<file path="config.mk">
export PLATFORM = sky130hd
export DESIGN_NAME = key_debounce
export DESIGN_NICKNAME = d
export VERILOG_FILES = /design/src/rtl/debounce_pkg.sv /design/src/rtl/sync_ff.sv /design/src/rtl/key_debounce.sv
export SDC_FILE = /design/constraint.sdc
export NUM_CORES = 1
export LEC_CHECK = 0
export BUFFER_PORTS_ARGS = -buffer_cell sky130_fd_sc_hd__buf_2
export CORE_MARGIN = 2
export CORE_UTILIZATION = 35
export DETAILED_ROUTE_END_ITERATION = 10
export GPL_ROUTABILITY_DRIVEN = 0
export GPL_TIMING_DRIVEN = 0
export PLACE_DENSITY = 0.57
export SLEW_MARGIN = 20
export SYNTH_ARGS = -nofsm -noshare
export SYNTH_HDL_FRONTEND = slang
export SYNTH_SLANG_ARGS = --single-unit
</file>
<file path="constraint.sdc">
create_clock -name clk -period 4.8 [get_ports clk]
set_clock_uncertainty 0.1 [all_clocks]
set_input_delay 0.96 -clock clk [delete_from_list [all_inputs] [get_ports clk]]
set_output_delay 0.96 -clock clk [all_outputs]
set_load 0.05 [all_outputs]
</file>
<file path="src/rtl/debounce_pkg.sv">
// Shared defaults and sizing helper for the push-button debouncer.
package debounce_pkg;

  localparam int unsigned STABLE_CYCLES_DEF = 2000000;
  localparam int unsigned SYNC_STAGES_DEF   = 2;

  // Counter must reach STABLE_CYCLES-1 and never wrap; keep at least 1 bit.
  function automatic int unsigned cnt_width(input int unsigned stable_cycles);
    return (stable_cycles <= 2) ? 1 : $clog2(stable_cycles);
  endfunction

  localparam int unsigned CNT_W_DEF = cnt_width(STABLE_CYCLES_DEF);

endpackage

</file>
<file path="src/rtl/sync_ff.sv">
// Multi-flop synchronizer bringing an asynchronous level into the clk domain.
module sync_ff
  import debounce_pkg::*;
#(
  parameter int STAGES = SYNC_STAGES_DEF
) (
  input  logic clk,
  input  logic rst,
  input  logic d,
  output logic q
);

  logic [STAGES-1:0] ff_p0;

  always_ff @(posedge clk) begin
    if (rst) ff_p0 <= '0;
    else     ff_p0 <= {ff_p0[STAGES-2:0], d};
  end

  assign q = ff_p0[STAGES-1];

endmodule

</file>
<file path="src/rtl/key_debounce.sv">
// Push-button debouncer: synchronizes key_i, accepts a new level only after
// it has persisted STABLE_CYCLES cycles, and flags each accepted edge.
module key_debounce
  import debounce_pkg::*;
#(
  parameter int unsigned STABLE_CYCLES = STABLE_CYCLES_DEF,
  parameter int unsigned SYNC_STAGES   = SYNC_STAGES_DEF
) (
  input  logic clk,
  input  logic rst,
  input  logic key_i,
  output logic key_o,
  output logic key_rise,
  output logic key_fall
);

  localparam int unsigned        CNT_W   = cnt_width(STABLE_CYCLES);
  localparam logic [CNT_W-1:0]   CNT_MAX = CNT_W'(STABLE_CYCLES - 1);

  logic             key_s;
  logic [CNT_W-1:0] cnt;
  logic [CNT_W-1:0] cnt_nxt;
  logic             accept;

  sync_ff #(
    .STAGES (SYNC_STAGES)
  ) u_sync (
    .clk (clk),
    .rst (rst),
    .d   (key_i),
    .q   (key_s)
  );

  // Any cycle where the synchronized level matches key_o restarts the count.
  always_comb begin
    cnt_nxt = '0;
    accept  = 1'b0;
    if (key_s != key_o) begin
      if (cnt == CNT_MAX) accept  = 1'b1;
      else                cnt_nxt = cnt + 1'b1;
    end
  end

  // Filter state and registered edge flags
  always_ff @(posedge clk) begin
    if (rst) begin
      cnt      <= '0;
      key_o    <= 1'b0;
      key_rise <= 1'b0;
      key_fall <= 1'b0;
    end else begin
      cnt      <= cnt_nxt;
      key_rise <= accept &  key_s;
      key_fall <= accept & ~key_s;
      if (accept) key_o <= key_s;
    end
  end

endmodule

</file>
Yosys cells after proc, flatten, opt, wreduce, memory -nomap -nowiden
Cells that the tools add are included.
Word-level totals
  register bits after elaboration: 26
  word-level logic and storage cells: 15
  output and inout port bits: 3
  bits of input ports: 3
Cells by class
  reductions and logical operators: 1
  muxes and demuxes: 2
  eq/ne operators: 2
  add/sub/neg operators: 1
  bitwise operators: 4
Operators with widths (count)
  21-bit by 1-bit adder with 21-bit output, second input constant: 1
  21-bit equality test, second input constant: 1
  3-bit OR reduction: 1
  1-bit AND: 2
  1-bit two-way mux: 2
  1-bit inverter: 2
  1-bit inequality test: 1

Logic depth before layout (Yosys ltp)
  depth after elaboration: 4
  depth in mapped cells: 6
  depth with buffers taken out: 5

Cells and area by module
From an unflattened synthesis, not the netlist that was laid out.
Second synthesis, totals
  cells, all modules: 125
  area total of the unflattened synthesis: 1122.3 um2
Modules (own cells, without submodules)
  key_debounce: area an instance 1069.8 um2, cells each 121, times used 1, seq. area each 480.5 um2
  sync_ff: area an instance 52.6 um2, cells each 4, times used 1, seq. area each 40.0 um2

Worst setup path before layout
No wires, ideal clock.
  kind: reg-to-reg
  start: reg cnt[0]
  end: reg cnt[18]
  library setup time: 70 ps
  cell stages (with the launch flop): 7
  arrival: 1895 ps
  data required time: 4630 ps
  buffers on the path: 1
  path slack: 2735 ps
  path through: dfxtp_1 ha_1 nand4_2 or4_1 buf_2 or4_1 a21oi_1
Between the ends
  cells in the longest elaborated chain, start to end: 2
  elaborated cells between the ends (all ways): 3
  classes of those cells: add/sub: 1; eq/ne: 1; reduce/logical: 1
Ends and longest elaborated chain
  from (decl): line key_debounce.sv:21  | logic [CNT_W-1:0] cnt;
  from (signal assigned): line key_debounce.sv:52  | cnt <= cnt_nxt;
  branches (longest 2 deep; another with 21-bit by 1-bit adder with 21-bit output)
Several ways; the timed one is not identified.
A chain may end at the register's enable or synchronous reset.

Final worst setup path
  start: reg cnt[0]
  end: reg cnt[8]
Same word-level chain as after synthesis.

==> key figures <==
CTS
  • Clock Tree Buf Depth: 2
  • CTS tree: done
  • Hold Buf Count CTS: 0
  • Setup Fix Bufs, Post-CTS: 0
  • Clock sinks: 26
  • TritonCTS buffer count: 3
  • Clock Tree Root: clkbuf_4
  • Worst-skew pair later-pin latency: 0.33 ns
  • Post-cts sizing count: 0
  • H-tree depth: 1
  • Worst-path clk slew: 0.15 ns

Route
  • Total Wirelength: 2.02 mm
  • Post-DR vias/cell: 5.16
  • Vias: 928
  • Number of DRC markers in iteration 0: 46
  • Routed len/inst: 11.2 µm
  • Pre-Repair DR Iteration Count: 4
  • Final ANT Viol Nets: 0
  • DRC errors left: 0

Place
  • Dpl cells: 176
  • Dpl cell area: 1250 µm²
  • Place WS: 2.56 ns
  • Port buffer count: 5
  • DP HPWL: 1.52 mm

Floorplan
  • Die Area: 3810 µm²
  • Initial Util: 37.6%
  • Top Ports: 6
  • Core area: 3100 µm²
  • Die height: 61.8 µm
  • Die X: 61.8 µm
  • # rows: 20

Timing
  • Fmax: 444 MHz
  • Final slew viol count: 0
  • Final worst slack: 2.55 ns
  • Crit share post-route: 46.9%
  • Setup violations, final: 0
  • Worst slew pin tran: 0.333 ns
  • Setup TNS: 0 ns
  • Post-layout min period: 2.25 ns
  • RSZ-0062 raised after global routing: false
  • Final Hold Vio Count: 0
  • Slew HR: 77.6%

Synthesis
  • Synthesized area: 1170 µm²
  • Main synth FF type: dfxtp_1
  • Post-synth cell types: 32
  • Syn Area/Cell: 9.19 µm²
  • Seq/Total Area, Yosys: 44.6%
  • #FFs+latches synth: 26
  • Yosys warnings: 0
  • Post-synth EDFFs: 0
  • Ys async rst share: 0%
  • Post-Syn Nets: 131
  • Post-Syn Instances: 127

Global route
  • Largest net degree at the start of global routing: 16
  • Overall global routing resource usage: 13.4%
  • First-pass GRT wire length: 3.78 mm
  • Antenna violations before repair: 0
  • Via count of the first global-routing pass: 904
  • Grt total ovfl: 0

Final layout
  • Share of layout cells above drive strength 1: 16.2%
  • Fin nets: 141
  • Synthesis-to-layout area growth: 11.4%
  • Util after Layout: 41.9%
  • Ant. Diodes: 0
  • Non-Filler Instances: 180
  • Fin area: 1300 µm²

Run status
  • Outcome: finished clean

Run
  • Max_cap viols: 0

Setup path
  • Crit path required time: 4.93 ns
  • Crit path arrival time: 2.39 ns
  • WS Path Type: flip-flop to flip-flop
  • Setup crit start kind: flip-flop
  • Worst Path Max Fanout: 10
  • Critical Path Sink Type: flip-flop

Power and ir drop
  • Pwr per Cell Area: 288 nW/µm²
  • Peak VDD IR: 101 µV
  • LEAKAGE: 0.404 nW

Hold path
  • Min-delay worst type: flip-flop to flip-flop
## final cells by class
class | instances | area [µm²]
Inverter | 4 | 15.0
Fill cell | 335 | 1800
Multi-Input combinational cell | 92 | 599
Buffer | 5 | 32.5
Tap cell | 44 | 55.1
Timing Repair Buffer | 5 | 25.0
Clock buffer | 3 | 22.5
Sequential cell | 26 | 520
Clock inverter | 1 | 30.0
## flip-flops by register name (all words and copies together) (netlist names)
name / flops
cnt: 21
u_sync.ff_p0: 2
key_fall: 1
key_o: 1
key_rise: 1
## critical path: stages, from the launching register on
cell and delay [ns]:
dfxtp_1 0.42, ha_1 0.25, nand4_2 0.17, or4_1 0.59
o21ai_4 0.33, buf_4 0.24, nor2_1 0.06
## Yosys cell counts, drive strengths merged (2+ instances only)
library cell   n  share of area, %
dfxtp         26                45
nor2          15               4.8
xor2           9               6.8
a21oi          8               3.8
nand4          8               4.8
nand3          7               3.0
or4            7               5.1
o21ai          6               3.5
or3            5               2.8
buf            4               2.1
inv            4               1.3
nand2          4               1.3
xnor2          4               3.0
and4           3               2.5
nor4           3               1.6
o31ai          3               1.9
nand2b         2               1.1
nor2b          2               1.1
## report_power, final
group / internal (W) / leakage (nW) / switching, W / total [W]
logic: 0.00000211 / 0.166 / 0.00000280 / 0.00000491
clock network: 0.0000845 / 0.0279 / 0.0000670 / 0.000151
registers: 0.000217 / 0.210 / 0.000000698 / 0.000218
total: 0.000304 / 0.404 / 0.0000705 / 0.000374
## cell families (layout without fill, tap and decap cells)
family          Yosys count  after routing  synth area share (%)
xor+xnor                 13             13                  9.75
compound gates           17             17                  9.22
fa+ha+maj                 1              1                  1.07
simple gates             61             61                  31.3
buf+inv                   9             18                  4.07
flops                    26             26                  44.6
## layout by cell type, fill, tap and decap left out
cell type	netlist	routed
dfxtp_1	26	26
nor2_1	15	15
xor2_1	9	9
nand3_1	7	7
nand4_1	7	7
buf_2	2	7
a21oi_1	7	7
or4_1	5	5
o21ai_0	5	5
clkbuf_4	1	4
xnor2_1	4	4
inv_1	4	4
nand2_1	4	4
or3_1	4	4
o31ai_1	3	3
nor4_1	3	3
nand2b_1	2	2
buf_4	2	2
or4_4	2	2
nor2b_1	2	2
and4_2	2	2
nand4_2	1	1
nand4b_1	1	1
or4b_1	1	1
and2b_1	1	1
o21ai_4	1	1
a21oi_2	1	1
nor3_1	1	1
or3_2	1	1
and3_1	1	1
and4_1	1	1
ha_1	1	1
bufinv_16	0	1
## routing by layer
layer | track usage [%] | vias up | part of all wire [%]
li1 | - | 475 | -
met2 | 21.4 | 6 | 48
met5 | 0 | - | 0
met4 | 6.69 | 0 | 1.2
met3 | 2.48 | 4 | 2.2
met1 | 17.5 | 443 | 49
## metrics by stage
stage	hold slack [ns]	total power [W]
2_1_floorplan	0.314	0.000225
3_3_place_gp	0.319	0.000227
3_5_place_dp	0.328	0.000227
4_1_cts	0.360	0.000381
5_1_grt	0.377	0.000392
6_report	0.356	0.000374
## worst paths after layout
kind	start	endpoint	slack (ns)	cells after the start
worst max-delay path	cnt[0]	cnt[8]	2.55	6
worst min-delay path	u_sync.ff_p0[0]	u_sync.ff_p0[1]	0.36	1
worst max register to register	cnt[0]	cnt[8]	2.55	6
worst min register to register	u_sync.ff_p0[0]	u_sync.ff_p0[1]	0.36	1
Note: power is estimated with default switching activity, not from simulation.
